### config.mk
export PLATFORM = sky130hd
export DESIGN_NAME = rvc_asap_mem_arb_flat
export DESIGN_NICKNAME = d
export VERILOG_FILES = /design/src/rtl/rvc_asap_mem_arb_if.sv /design/src/rtl/rvc_asap_mem_arb.sv /design/src/flat_wrapper.sv
export SDC_FILE = /design/constraint.sdc
export NUM_CORES = 1
export LEC_CHECK = 0
export CAP_MARGIN = 40
export CELL_PAD_IN_SITES_DETAIL_PLACEMENT = 1
export CELL_PAD_IN_SITES_GLOBAL_PLACEMENT = 1
export CORE_MARGIN = 8
export CORE_UTILIZATION = 27
export DETAILED_ROUTE_END_ITERATION = 6
export PLACE_DENSITY = 0.95
export SETUP_SLACK_MARGIN = 0.15
export SKIP_CTS_REPAIR_TIMING = 1
export SLEW_MARGIN = 20
export SYNTH_ARGS = -nofsm -noshare
export SYNTH_HDL_FRONTEND = slang
export SYNTH_SLANG_ARGS = --single-unit
### constraint.sdc
create_clock -name clk -period 3.7 [get_ports clk]
set_input_delay 0.74 -clock clk [delete_from_list [all_inputs] [get_ports clk]]
set_output_delay 0.74 -clock clk [all_outputs]
set_load 0.02 [all_outputs]
### src/rtl/rvc_asap_mem_arb_if.sv
`default_nettype none
// ============================================================================
// Module   : rvc_asap_mem_arb_if
// Purpose  : Bundles the three requester ports, the external lock, and the
//            single-port memory command/response signals of rvc_asap_mem_arb.
// Modports : master - requester + memory side (drives req/payload/ext_lock and
//                     mem_rd_data; observes grants, responses, memory command)
//            slave  - the arbiter itself
// Revision : 1.0 - initial release
// ============================================================================
interface rvc_asap_mem_arb_if #(
    parameter int ADDR_W = 10,
    parameter int DATA_W = 32
);
    // Requester side: index 0 = core fetch, 1 = core load/store, 2 = external
    logic [2:0]                   req;
    logic [2:0][ADDR_W-1:0]       addr;
    logic [2:0]                   wr_en;
    logic [2:0][DATA_W/8-1:0]     byte_en;
    logic [2:0][DATA_W-1:0]       wr_data;
    logic                         ext_lock;
    logic [2:0]                   gnt;
    logic [2:0]                   rsp_valid;
    logic [DATA_W-1:0]            rsp_data;

    // Memory side
    logic                         mem_cs;
    logic                         mem_we;
    logic [DATA_W/8-1:0]          mem_be;
    logic [ADDR_W-1:0]            mem_addr;
    logic [DATA_W-1:0]            mem_wr_data;
    logic [DATA_W-1:0]            mem_rd_data;

    modport master (
        output req, addr, wr_en, byte_en, wr_data, ext_lock, mem_rd_data,
        input  gnt, rsp_valid, rsp_data,
        input  mem_cs, mem_we, mem_be, mem_addr, mem_wr_data
    );

    modport slave (
        input  req, addr, wr_en, byte_en, wr_data, ext_lock, mem_rd_data,
        output gnt, rsp_valid, rsp_data,
        output mem_cs, mem_we, mem_be, mem_addr, mem_wr_data
    );
endinterface
`default_nettype wire

### src/rtl/rvc_asap_mem_arb.sv
`default_nettype none
// ============================================================================
// Module   : rvc_asap_mem_arb
// Purpose  : Shares one single-port synchronous memory among three requesters
//            (0 = core fetch, 1 = core load/store, 2 = external loader/debug).
//            One combinational one-hot grant per cycle, registered memory
//            command one cycle later, response pulse two cycles after grant.
//            Starvation guard for requesters 0/1; requester 2 can lock the
//            memory for atomic image loading.
// Ports    : clk  - clock
//            rst  - asynchronous active-high reset
//            bus  - rvc_asap_mem_arb_if.slave (requests, grants, responses,
//                   memory command and read data)
// Revision : 1.0 - initial release
// ============================================================================
module rvc_asap_mem_arb #(
    parameter int ADDR_W       = 10,
    parameter int DATA_W       = 32,
    parameter int STARVE_LIMIT = 4
) (
    input  wire logic           clk,
    input  wire logic           rst,
    rvc_asap_mem_arb_if.slave   bus
);

    localparam int              CNT_W     = $clog2(STARVE_LIMIT + 1);
    localparam int              BE_W      = DATA_W / 8;
    localparam logic [CNT_W-1:0] C_CNT_MAX = CNT_W'(STARVE_LIMIT);

    typedef enum logic [0:0] {
        ST_OPEN   = 1'b0,
        ST_LOCKED = 1'b1
    } state_t;

    state_t              r_state;
    logic [CNT_W-1:0]    r_cnt0;
    logic [CNT_W-1:0]    r_cnt1;

    // Stage 1: memory command, plus who it belongs to
    logic                r_mem_cs;
    logic                r_mem_we;
    logic [BE_W-1:0]     r_mem_be;
    logic [ADDR_W-1:0]   r_mem_addr;
    logic [DATA_W-1:0]   r_mem_wr_data;
    logic [2:0]          r_issue;

    // Stage 2: response pulse
    logic [2:0]          r_rsp_valid;
    logic                r_rsp_wr;

    logic                w_lock_hold;
    logic                w_starve0;
    logic                w_starve1;
    logic [2:0]          w_gnt;
    logic [1:0]          w_sel;
    logic                w_wr;

    // ------------------------------------------------------------------------
    // Arbitration
    // ------------------------------------------------------------------------
    always_comb begin
        // The lock only holds while ext_lock stays high; the first cycle it
        // drops, arbitration is already open.
        w_lock_hold = (r_state == ST_LOCKED) && bus.ext_lock;

        // A saturated counter only counts while the request is still present.
        w_starve0   = bus.req[0] && (r_cnt0 == C_CNT_MAX);
        w_starve1   = bus.req[1] && (r_cnt1 == C_CNT_MAX);

        w_gnt = 3'b000;
        if (w_lock_hold) begin
            w_gnt[2] = bus.req[2];
        end else if (w_starve0) begin
            w_gnt = 3'b001;
        end else if (w_starve1) begin
            w_gnt = 3'b010;
        end else if (bus.req[2]) begin
            w_gnt = 3'b100;
        end else if (bus.req[1]) begin
            w_gnt = 3'b010;
        end else if (bus.req[0]) begin
            w_gnt = 3'b001;
        end

        w_sel = w_gnt[2] ? 2'd2 : (w_gnt[1] ? 2'd1 : 2'd0);

        // Fetch port is read-only regardless of its wr_en bit.
        w_wr  = (|w_gnt) && (w_sel != 2'd0) && bus.wr_en[w_sel];
    end

    // ------------------------------------------------------------------------
    // State, starvation counters, command and response pipeline
    // ------------------------------------------------------------------------
    always_ff @(posedge clk or posedge rst) begin
        if (rst) begin
            r_state       <= ST_OPEN;
            r_cnt0        <= '0;
            r_cnt1        <= '0;
            r_mem_cs      <= 1'b0;
            r_mem_we      <= 1'b0;
            r_mem_be      <= '0;
            r_mem_addr    <= '0;
            r_mem_wr_data <= '0;
            r_issue       <= '0;
            r_rsp_valid   <= '0;
            r_rsp_wr      <= 1'b0;
        end else begin
            case (r_state)
                ST_OPEN: begin
                    if (w_gnt[2] && bus.ext_lock) begin
                        r_state <= ST_LOCKED;
                    end
                end
                ST_LOCKED: begin
                    if (!bus.ext_lock) begin
                        r_state <= ST_OPEN;
                    end
                end
                default: r_state <= ST_OPEN;
            endcase

            // Counters freeze while the external port holds the lock.
            if (!w_lock_hold) begin
                if (!bus.req[0] || w_gnt[0]) begin
                    r_cnt0 <= '0;
                end else if (r_cnt0 != C_CNT_MAX) begin
                    r_cnt0 <= r_cnt0 + 1'b1;
                end

                if (!bus.req[1] || w_gnt[1]) begin
                    r_cnt1 <= '0;
                end else if (r_cnt1 != C_CNT_MAX) begin
                    r_cnt1 <= r_cnt1 + 1'b1;
                end
            end

            // Idle cycles drive an all-zero command so nothing stale leaks
            // onto the memory pins.
            r_mem_cs      <= |w_gnt;
            r_mem_we      <= w_wr;
            r_mem_be      <= w_wr ? bus.byte_en[w_sel] : '0;
            r_mem_addr    <= (|w_gnt) ? bus.addr[w_sel] : '0;
            r_mem_wr_data <= w_wr ? bus.wr_data[w_sel] : '0;
            r_issue       <= w_gnt;

            r_rsp_valid   <= r_issue;
            r_rsp_wr      <= r_mem_we;
        end
    end

    // ------------------------------------------------------------------------
    // Outputs
    // ------------------------------------------------------------------------
    assign bus.gnt         = w_gnt;
    assign bus.mem_cs      = r_mem_cs;
    assign bus.mem_we      = r_mem_we;
    assign bus.mem_be      = r_mem_be;
    assign bus.mem_addr    = r_mem_addr;
    assign bus.mem_wr_data = r_mem_wr_data;
    assign bus.rsp_valid   = r_rsp_valid;
    // Read data comes straight from the memory in the response cycle;
    // write acknowledgements carry zero.
    assign bus.rsp_data    = ((|r_rsp_valid) && !r_rsp_wr) ? bus.mem_rd_data : '0;

endmodule
`default_nettype wire

### src/flat_wrapper.sv
// flat-port wrapper written by rule: the top's interface ports become plain ports
module rvc_asap_mem_arb_flat 
#(
    parameter int ADDR_W       = 10,
    parameter int DATA_W       = 32,
    parameter int STARVE_LIMIT = 4
)
  (clk, rst, bus_req, bus_addr, bus_wr_en, bus_byte_en, bus_wr_data, bus_ext_lock, bus_mem_rd_data, bus_gnt, bus_rsp_valid, bus_rsp_data, bus_mem_cs, bus_mem_we, bus_mem_be, bus_mem_addr, bus_mem_wr_data);
  rvc_asap_mem_arb_if #(.ADDR_W(ADDR_W), .DATA_W(DATA_W)) bus_i ();
  input  wire logic clk;
  input  wire logic rst;
  input wire logic [$bits(bus_i.req)-1:0] bus_req;
  input wire logic [$bits(bus_i.addr)-1:0] bus_addr;
  input wire logic [$bits(bus_i.wr_en)-1:0] bus_wr_en;
  input wire logic [$bits(bus_i.byte_en)-1:0] bus_byte_en;
  input wire logic [$bits(bus_i.wr_data)-1:0] bus_wr_data;
  input wire logic [$bits(bus_i.ext_lock)-1:0] bus_ext_lock;
  input wire logic [$bits(bus_i.mem_rd_data)-1:0] bus_mem_rd_data;
  output wire logic [$bits(bus_i.gnt)-1:0] bus_gnt;
  output wire logic [$bits(bus_i.rsp_valid)-1:0] bus_rsp_valid;
  output wire logic [$bits(bus_i.rsp_data)-1:0] bus_rsp_data;
  output wire logic [$bits(bus_i.mem_cs)-1:0] bus_mem_cs;
  output wire logic [$bits(bus_i.mem_we)-1:0] bus_mem_we;
  output wire logic [$bits(bus_i.mem_be)-1:0] bus_mem_be;
  output wire logic [$bits(bus_i.mem_addr)-1:0] bus_mem_addr;
  output wire logic [$bits(bus_i.mem_wr_data)-1:0] bus_mem_wr_data;
  assign bus_i.req = bus_req;
  assign bus_i.addr = bus_addr;
  assign bus_i.wr_en = bus_wr_en;
  assign bus_i.byte_en = bus_byte_en;
  assign bus_i.wr_data = bus_wr_data;
  assign bus_i.ext_lock = bus_ext_lock;
  assign bus_i.mem_rd_data = bus_mem_rd_data;
  assign bus_gnt = bus_i.gnt;
  assign bus_rsp_valid = bus_i.rsp_valid;
  assign bus_rsp_data = bus_i.rsp_data;
  assign bus_mem_cs = bus_i.mem_cs;
  assign bus_mem_we = bus_i.mem_we;
  assign bus_mem_be = bus_i.mem_be;
  assign bus_mem_addr = bus_i.mem_addr;
  assign bus_mem_wr_data = bus_i.mem_wr_data;
  rvc_asap_mem_arb #(.ADDR_W(ADDR_W), .DATA_W(DATA_W), .STARVE_LIMIT(STARVE_LIMIT)) u_core (.clk(clk), .rst(rst), .bus(bus_i));
endmodule
# Yosys cells after proc, flatten, opt, wreduce, memory -nomap -nowiden
# Cells that the tools add are included.
# Widths: inputs -> output; s select.
# word_totals
mem_count,0
elab_cells,67
mem_bits_rw,0
latchBits,0
in_bits,179
rom_bits,0
ff_bits,62
# op_classes
div,0
add_sub_neg,2
n_shift,0
multipliers,0
n_reduce_logical,19
magnitude_cmp,1
n_eq_ne,4
n_mux,28
bitwise,2
# op_table
cell,count
$mux 32,3
$bmux 32 s2,1
$mux 3,7
$bmux 10 s2,1
$mux 10,2
$bmux 4 s2,1
$mux 4,2
$logic_and 1x1->1,7
$add 3x1->3 const B,2
$eq 3x3->1 const B,2
$mux 1,6
$mux 2,3
$ne 3x3->1 const B,2
$reduce_bool 2->1,3
$reduce_or 3->1,2
$reduce_and 2->1,2
$logic_not 1->1,3
$lt 2x3->1 const B,1
$bmux 1 s2,1
$logic_or 1x1->1,2
$not 1->1,2
$pmux 1 s2,1

# Depth between registers and ports, before layout
# depth
depth_word,12
mapped_depth,8
ltp_nobuf,7

# Least setup slack after synthesis
# OpenSTA, ideal clock, no wires.
# synth_path
kind,input-to-output
start,input bus_req[0]
end,output bus_gnt[0]
path_buffers,3
arrival_time_ps,1759
stages,6
slack_ps,1201
required_time_ps,2960
cell_sequence,buf_2 and3_1 buf_2 buf_2 a21oi_1 nor2_1
# synth_via
elab_chain_len,6
elab_cells_between_ends,7
classes_between,mux (6); reduce/logical (1)
# synth_lines
element,line,rtl
start: declaration,flat_wrapper.sv:12,input wire logic [$bits(bus_i.req)-1:0] bus_req;
$mux 1,rvc_asap_mem_arb.sv:81,end else if (bus.req[0]) begin
$mux 2,rvc_asap_mem_arb.sv:79,end else if (bus.req[1]) begin
$mux 3,rvc_asap_mem_arb.sv:77,end else if (bus.req[2]) begin
$mux 3,rvc_asap_mem_arb.sv:75,end else if (w_starve1) begin
$mux 3 *,rvc_asap_mem_arb.sv:73,end else if (w_starve0) begin
$mux 2 *,rvc_asap_mem_arb.sv:71,if (w_lock_hold) begin
end: declaration,flat_wrapper.sv:19,output wire logic [$bits(bus_i.gnt)-1:0] bus_gnt;
# Every way passes the cells marked *; elsewhere a longest branch is shown, timed or not.

# Final worst setup path
# layout_path
start,input bus_req[0]
end,output bus_gnt[1]
# layout_via
elab_chain_len,3
# layout_lines
element,line,rtl
$logic_and 1x1->1,rvc_asap_mem_arb.sv:67,w_starve0 = bus.req[0] && (r_cnt0 == C_CNT_MAX);
$mux 3,rvc_asap_mem_arb.sv:73,
$mux 2,rvc_asap_mem_arb.sv:71,
# Every way passes these cells.

==> results <==
[critical path, stage by stage]
cell and delay [ns]:
clkdlybuf4s50_1 0.56, nand3_1 0.30, nand3_4 0.22, inv_4 0.12
clkdlybuf4s50_1 0.66
[per-stage QoR]
stage	setup slack, ns	utilization, %	instances	area [um^2]
finish	0.349	50.4	822	6970
global route	0.239	50.4	822	6970
CTS	0.154	50.2	820	6940
detailed placement	0.337	47.7	804	6600
global placement	0.381	47.5	803	6570
floorplan	1.20	-	389	3800
[metal layers]
metal	routed length, um	GRT usage, %	part of all wire, %	vias to the layer above
li1	-	-	-	2029
met1	7620	22.7	38	2268
met2	10400	38.9	52	229
met3	1600	6.43	7.9	35
met4	516	9.05	2.6	4
met5	22	0	0.11	-
[cells by family after synthesis]
group	synth area share (%)
AO/OA/AOI/OAI	30.2
adder cells (fa/ha/maj)	1.32
buffers and inverters	6.78
flip-flops	40.8
multiplexers	0.296
AND/OR/NAND/NOR	20.5
[sequential cells by signal, summed over array words and instances, names as in the netlist]
| register | cells |
|---|---|
| u_core.r_state | 1 |
| u_core.r_rsp_wr | 1 |
| u_core.bus.mem_cs | 1 |
| u_core.r_cnt1 | 3 |
| u_core.bus.mem_be | 4 |
| u_core.bus.mem_addr | 10 |
| u_core.bus.mem_we | 1 |
| u_core.r_issue | 3 |
| u_core.r_cnt0 | 3 |
| u_core.bus.mem_wr_data | 32 |
| u_core.bus.rsp_valid | 3 |
[cell usage after synthesis (all sizes together)]
| cell type | number |
|---|---|
| ha | 4 |
| a21boi | 1 |
| nand2 | 6 |
| a32oi | 1 |
| nor3 | 1 |
| dfrtp | 62 |
| o41ai | 2 |
| a21o | 2 |
| inv | 17 |
| o21a | 1 |
| and2 | 33 |
| nor4b | 1 |
| nand4b | 1 |
| o32ai | 1 |
| nor3b | 30 |
| a221oi | 30 |
| a32o | 1 |
| o311ai | 30 |
| o21ai | 3 |
| buf | 19 |
| a22oi | 9 |
| a21bo | 1 |
| o22ai | 8 |
| nor2 | 7 |
| clkbuf | 23 |
| a211oi | 37 |
| a21oi | 11 |
| and3 | 32 |
| a2bb2oi | 1 |
| nand3 | 13 |
| mux2 | 1 |
[cell type report]
cell class,count,area (um^2)
tap,180,225
multi-input combinational,268,2010
clock inverter,3,65.1
sequential,62,1550
timing repair buffer,279,2790
clock buffer,13,270
fill,1487,6860
inverter,17,66.3
[final timing paths]
path / cells after the start / startpoint / slack (ns) / to
worst max-delay path: 5 / bus_req[0] / 0.35 / bus_gnt[1]
max in group asynchronous: 4 / rst / 2.39 / u_core.bus.mem_addr[7]$_DFF_PP0_
worst max register to register: 8 / u_core.r_cnt0[0]$_DFFE_PP0P_ / 1.33 / u_core.bus.mem_wr_data[1]$_DFF_PP0_
min in group asynchronous: 3 / rst / 0.79 / u_core.bus.mem_wr_data[24]$_DFF_PP0_
worst min-delay path: 0 / u_core.r_issue[2]$_DFF_PP0_ / 0.35 / u_core.bus.rsp_valid[2]$_DFF_PP0_
worst min register to register: 0 / u_core.r_issue[2]$_DFF_PP0_ / 0.35 / u_core.bus.rsp_valid[2]$_DFF_PP0_
[power by group through the flow]
stage               Sequential (mW)  Combinational [mW]  Clock, mW
finish                        0.756               0.761      0.950
global route                  0.761               0.806       1.00
CTS                           0.756               0.763      0.968
detailed placement            0.767               0.758          0
global placement              0.762               0.721          0
floorplan                     0.818               0.258          0
==> impl_results.md <==
* First-pass GRT wire length at 30400 um
* Power Dens Cells at 354 mW/mm^2
* Seq/Total Area, Yosys at 40.8%
* Switching Fraction at between 20 and 30%
* Final period utilization at between 90% and 100%
* Synth Cell Area at between 0.003 and 0.004 mm^2
* Final Net Count at 820
* Critical path endpoint category: primary output
* Area growth from synthesis to layout at 83.4%
* Pleak at between 2 and 3 nW
* Placer Congestion at between 0.8 and 0.9
* Drt pass-1 iters at 4
* Final hold slack at approximately 0.35 ns
* Die Ht at approximately 130 um
* Routed wire per std cell at between 20 and 25 um
* N_diodes at 0
* Clock group share of total power at between 30% and 40%
* Int Pwr at 1.77 mW
* VDD IR max at 0.202 mV
* Synthesis Warnings at 0
* Register bit count reported by yosys at 62
* Clk_lat worst skew at around 0.34 ns
* Post-synth cell types at 39
* Layout cell share with drive strength beyond 1 at between 8 and 9%
* Drt drc at 0
* Total congestion overflow at 0
* Relative slew slack at around 45%
* Run status: completed
* Total Routed Length at around 20000 um
* Die X at roughly 130 um
* Die ar. at roughly 0.018 mm^2
* Logic pwr share at a little under a third
* Placement row count at 43
* Largest net degree at the start of global routing at 63
* Boundary pin count at about 270
* Setup TNS at 0 ns
* TritonCTS clock tree: built
* Proportion of netlist area held by the largest area contributor at 40.8%
* Final hold violation count at 0
* All-Layer GR Usage at about 22%
* NetSw at ~0.7 mW
* Post-route ant nets at 0
* Critical Path Fanout Max at 10
* Tmin final at between 3 and 4 ns
* Clock buffer depth at 2
* PortBufs at between 200 and 300
* Starting Density at around 27%
* WS Path Type: in2out
* Tightest Hold Check Type: reg2reg
* Fin. max-slew vios at 0
* CTS clk-pin slew, worst paths at 0.06 ns
* HPWL Detailed at around 15000 um
* Post-Syn Nets at roughly 570
* Most frequent cells in the layout: 261 x clkdlybuf4s50_1, 62 x dfrtp_1, 33 x and2_1
* Initial antenna violation count at 2
* Mapped Cells at between 300 and 400
* Worst path required time at slightly below 3 ns
* Core area at between 0.01 and 0.015 mm^2
* H-tree Lvls at 3
* Yosys top cell by area: dfrtp_1
* Top cells by area, synth: dfrtp_1 41%, a221oi_1 6.9%, o311ai_1 6.9%
* Commonest non-fill, non-tap cell in the layout: clkdlybuf4s50_1
* Max Fclk at 298 MHz
* RSZ-0062 raised after global routing: no
* Starting DRC count in detailed routing at approximately 220
* Vias after detailed routing at around 4600
* Max-cap violations at 0
* Number of global-route vias before repair at approximately 5200
* Clk root buf: clkbuf_16
* CTS Buf Count at 9
* Sink Count at 62
* Vias per cell at approximately 5.6
* Layout Skew at slightly above 0.01 ns
* Worst EP arrival at 2.61 ns
* Power Total at approximately 2.5 mW
* Final setup vio count at 0
* Sequential power share at 30.6%
* Worst-margin pin slew at 0.815 ns
* Startpoint types: primary input
* Synthesized area per cell at roughly 9.8 um^2
Note: power is estimated with default switching activity, not from simulation.
==> RTL change 1 (same flow settings) <==
Make the reset (`rst`) synchronous in one clocked block. Comments in the files are not updated.
--- a/src/rtl/rvc_asap_mem_arb.sv
+++ b/src/rtl/rvc_asap_mem_arb.sv
@@ -93,3 +93,3 @@
     // ------------------------------------------------------------------------
-    always_ff @(posedge clk or posedge rst) begin
+    always_ff @(posedge clk) begin
         if (rst) begin
Behaviour: differs if rst is asserted again (counterexample within 4 cycles, from zero or initial values and one cycle with rst high); with rst held inactive, the same outputs for 10 cycles.
==> RTL change 1 against the unedited design <==
- power down 22%
- final area down 15%
- combinational power fell by 31%
- area after synthesis decreased by 24%
- sequential cell count unchanged
- sequential power shrank 5.8%
- sequential share of layout area fell by 1.2 points
- routed wire length down 19%
- clock power is 29% lower
- worst setup slack got worse by 0.047 ns
- largest power group is now sequential cells
- highest routed layer is now met4
==> RTL change 1: results (changes against the unedited design) <==
Place
  – Routability Congestion: 0.832 (-1.8%)
  – Dpl cell area: 0.00568 sq mm (-14%)

Route
  – Via-to-Cell Ratio: 4.96 (-11%)
  – DRT iter0 DRCs: 95 (-57%)
  – Routed len/inst: 22.4 microns (-8.5%)

Finish
  – Layout Nets: 769 (-6.2%)
  – FILL cells: 1187 (-20%)
  – Final instance area: 0.00591 sq mm (-15%)
  – Share of cells above drive strength 1: 7.11% (-0.99 points)

Synth
  – Synth unique cells: 36 (-7.7%)
  – Largest cells by area after synthesis: dfxtp_1 (43%), a22oi_1 (7.5%), and2_1 (7.1%), a21oi_1 (5.5%), nand3_1 (5.2%)
  – Syn_nets: 511 (-11%)
  – Most instantiated cells after synthesis: dfxtp_1 (62), and2_1 (33), a21oi_1 (32), nand3_1 (30), a22oi_1 (29)
  – Seq/Total Area, Yosys: 43.0% (+2.2 points)
  – Yosys warnings: 0 (unchanged)
  – Dominant synthesized flop cell: dfxtp_1

Pwr
  – Pleak: 0.00225 uW (-20%)
  – Worst ir drop on vdd: 0.171 mV (-15%)

GRT
  – First-pass GRT wire length: 23800 microns (-22%)
  – All-layer global routing usage: 21.6% (about the same)
  – Vias in the first global route: 4032 (-23%)
  – Largest net degree at the start of global routing: 33 (-48%)
  – Antenna violations before repair: 0 (-2)

STA
  – Worst-margin pin slew: 0.831 ns (+0.0160 ns)
  – Layout Skew: 0.0102 ns (-0.0000410 ns)

Run status
  – Outcome: complete, no violations

CTS
  – Worst-path clk slew: 0.07 ns
  – Root Buffer: clkbuf_8
  – Clock Path Buffers: 2 (unchanged)

Critical path
  – Crit path arrival time: 2.66 ns (+0.05 ns)
  – Crit path max-delay family: buffers and inverters
RTL change 1: cell types whose count changed in the layout (fill, tap and decap cells not counted), sizes merged, moves of 29 or more:
cell	change
o311ai	-30
nor3b	-29
a221oi	-30
dfxtp	+62
and3	-29
dfrtp	-62
RTL change 1: worst paths after layout:
check | start | to | slack (ns) | depth (start not counted)
min reg2reg | u_core.r_issue[1]$_SDFF_PP0_ | u_core.bus.rsp_valid[1]$_SDFF_PP0_ | 0.45 | 1
max | bus_req[0] | bus_gnt[0] | 0.30 | 5
max reg2reg | u_core.r_cnt0[0]$_SDFFE_PP0P_ | u_core.bus.mem_wr_data[30]$_SDFF_PP0_ | 1.04 | 8
min | u_core.r_issue[1]$_SDFF_PP0_ | u_core.bus.rsp_valid[1]$_SDFF_PP0_ | 0.45 | 1
RTL change 1: cell type report:
cell class                 count  share of cell area (%)
clock buffer                  10                    2.33
timing repair buffer         276                    46.4
sequential                    62                    21.0
clock inverter                 6                    1.44
tap                          136                    2.88
multi-input combinational    210                    24.3
inverter                      27                    1.72
RTL change 1: stage by stage:
step                power [uW]  std cells  setup slack (ns)  hold WS (ns)
floorplan                  910        328              1.19         0.414
global placement          1230        709             0.376         0.419
detailed placement        1250        711             0.310         0.439
CTS                       1930        727             0.320         0.455
global route              1990        727             0.211         0.473
finish                    1910        727             0.302         0.449
RTL change 1: worst reg2reg max path: stages, from the launching register on:
cell and delay [ns]:
dfxtp_1 0.32, inv_1 0.10, ha_1 0.15, and3_1 0.45
o21ai_2 0.13, buf_4 0.26, a32oi_4 0.63, buf_4 0.40
a21oi_1 0.11
RTL change 1: power by group:
| group | total [uW] | internal [uW] | switching (uW) |
|---|---|---|---|
| Sequential | 712 | 701 | 11.4 |
| Clock | 678 | 395 | 283 |
| Combinational | 523 | 302 | 221 |
| Total | 1910 | 1400 | 515 |
RTL change 1: kinds of logic (layout without fill, tap and decap cells):
| group | count (synthesis) | after routing | synth area share (%) |
|---|---|---|---|
| AOI/OAI and AO/OA | 112 | 112 | 29.1 |
| xor gates and xnor gates | 2 | 2 | 0.607 |
| adders and majority gates | 4 | 4 | 1.73 |
| buffers and inverters | 56 | 319 | 8.02 |
| DFF | 62 | 62 | 43.0 |
| and+or+nand+nor | 92 | 92 | 17.5 |
RTL change 1: routing by layer:
metal  global-route usage (%)  vias up  wire length (microns)
met4                     7.81        0                    410
met3                     5.76       31                   1080
met5                        0        -                      0
li1                         -     1698                      -
met2                     42.4      168                   9050
met1                     21.0     1711                   5750
==> RTL change 2 (same flow settings) <==
Without the edit above. `ADDR_W` is set to 10 in 3 places; all go to 11.
--- a/src/rtl/rvc_asap_mem_arb_if.sv
+++ b/src/rtl/rvc_asap_mem_arb_if.sv
@@ -11,3 +11,3 @@
 interface rvc_asap_mem_arb_if #(
-    parameter int ADDR_W = 10,
+    parameter int ADDR_W = 11,
     parameter int DATA_W = 32
--- a/src/rtl/rvc_asap_mem_arb.sv
+++ b/src/rtl/rvc_asap_mem_arb.sv
@@ -16,3 +16,3 @@
 module rvc_asap_mem_arb #(
-    parameter int ADDR_W       = 10,
+    parameter int ADDR_W       = 11,
     parameter int DATA_W       = 32,
--- a/src/flat_wrapper.sv
+++ b/src/flat_wrapper.sv
@@ -3,3 +3,3 @@
 #(
-    parameter int ADDR_W       = 10,
+    parameter int ADDR_W       = 11,
     parameter int DATA_W       = 32,
Ports: changed (resized bus_addr and bus_mem_addr); port bits go from 265 to 269. The function was not compared with the original's and may differ.
==> RTL change 2 against the unedited design <==
- clock power down 12%
- area after synthesis down 0.16%
- worst setup slack worse by 0.052 ns
- first-iteration DRC count down 9.5%
- largest cell class unchanged
- synthesized cell count down 0.51%
- power down 4.0%
- utilization down 0.33 points
- count of clock-buffer cells in the layout down 1
- routed wire length down 0.20%
- final area down 0.65%
- sequential cell count up 1
==> RTL change 2: results (changes against the unedited design) <==
Run status
  – Outcome: complete, no violations

Synth
  – Synth Area in XOR/XNOR: 0% (unchanged)
  – Seq/Total Area, Yosys: 41.5% (+0.73 points)
  – Yosys warnings: 0 (unchanged)
  – Post-Synth Adder-Cell Area: 1.32% (+0.0022 points)
  – Compound-Gate Fraction of Synth Area: 29.6% (-0.68 points)
  – Mux contribution to synthesized area: 0.297% (+0.00049 points)
  – Largest cells by area after synthesis: dfrtp_1 (42%), a211oi_1 (7.5%), a221oi_1 (6.2%), o311ai_1 (5.5%), and2_1 (5.4%)
  – Synth unique cells: 41 (+5.1%)
  – Most instantiated cells after synthesis: dfrtp_1 (63), a211oi_1 (38), and2_1 (33), and3_1 (29)
  – Syn_nets: 573 (+0.17%)

GRT
  – Antenna violations before repair: 1 (-1)
  – Largest net degree at the start of global routing: 68 (+7.9%)
  – Vias in the first global route: 5038 (-3.8%)
  – First-pass GRT wire length: 30500 microns (+0.13%)
  – All-layer global routing usage: 21.7% (+0.15 points)

CTS
  – Clock Sinks: 63 (+1.6%)

Critical path
  – Crit path arrival time: 2.66 ns (+0.05 ns)
  – Slowest Stage Delay on Critical Path: 0.70 ns (+0.04 ns)
  – Worst Path Max Fanout: 8 (-2)
  – Reg2Reg Setup Slack: 1.06 ns (-0.27 ns)
  – Worst-case reg-to-reg path depth: 9 (+1)

STA
  – Layout Skew: 0.00800 ns (-0.00222 ns)
  – Slew margin rel.: 51.8% (+6.4 points)

Place
  – PortBufs: 267 (+1.5%)
  – Routability Congestion: 0.922 (+8.8%)
  – Post-DP HPWL: 16100 microns (+4.4%)

Pwr
  – Worst ir drop on vdd: 0.201 mV (-0.45%)
  – Switching power: 693 uW (-0.80%)
  – Pleak: 0.00280 uW (-0.74%)

Route
  – DRT iter0 DRCs: 200 (-9.5%)
  – Via-to-Cell Ratio: 5.40 (-2.9%)
  – Routed WL: 20100 microns (-0.20%)

Finish
  – Share of cells above drive strength 1: 6.82% (-1.3 points)
  – Layout Nets: 826 (+0.73%)
  – ANT cells: 0 (unchanged)
-- RTL change 2: stage by stage --
stage          instances  power (uW)  hold WS [ns]  worst slack [ns]  cell area [sq um]
2_1_floorplan        387        1090         0.331              1.16               3790
3_3_place_gp         807        1510         0.331             0.294               6590
3_5_place_dp         809        1550         0.336             0.252               6630
4_1_cts              825        2400         0.350             0.243               6930
5_1_grt              825        2480         0.353             0.163               6930
6_report             825        2370         0.350             0.297               6930
-- RTL change 2: per-layer routing --
metal	global-route usage [%]	up-vias	wire [microns]	share of wire, %
met5	0	-	13	0.065
met3	6.95	23	1530	7.6
met4	4.99	2	306	1.5
li1	-	2006	-	-
met2	40.8	204	10500	52
met1	22.9	2216	7700	38
-- RTL change 2: worst paths after layout --
check / end
worst min register to register: u_core.bus.rsp_valid[0]$_DFF_PP0_
worst min-delay path: u_core.bus.rsp_valid[0]$_DFF_PP0_
min in group asynchronous: u_core.bus.mem_addr[9]$_DFF_PP0_
worst max register to register: u_core.bus.mem_wr_data[9]$_DFF_PP0_
max in group asynchronous: u_core.bus.mem_wr_data[15]$_DFF_PP0_
worst max-delay path: bus_gnt[0]
-- RTL change 2: power by group through the flow --
stage | combinational [uW] | clock [uW] | sequential (uW)
floorplan | 257 | 0 | 834
global placement | 735 | 0 | 777
detailed placement | 769 | 0 | 779
CTS | 771 | 858 | 768
global route | 811 | 896 | 772
finish | 763 | 838 | 767
-- RTL change 2: final cells by class --
| class | instances | area [sq um] |
|---|---|---|
| Inverter | 21 | 78.8 |
| Fill cell | 1542 | 6900 |
| Clock inverter | 4 | 45.0 |
| Tap cell | 180 | 225 |
| Clock buffer | 12 | 246 |
| Sequential cell | 63 | 1580 |
| Multi-Input combinational cell | 261 | 1930 |
| Timing Repair Buffer | 284 | 2830 |
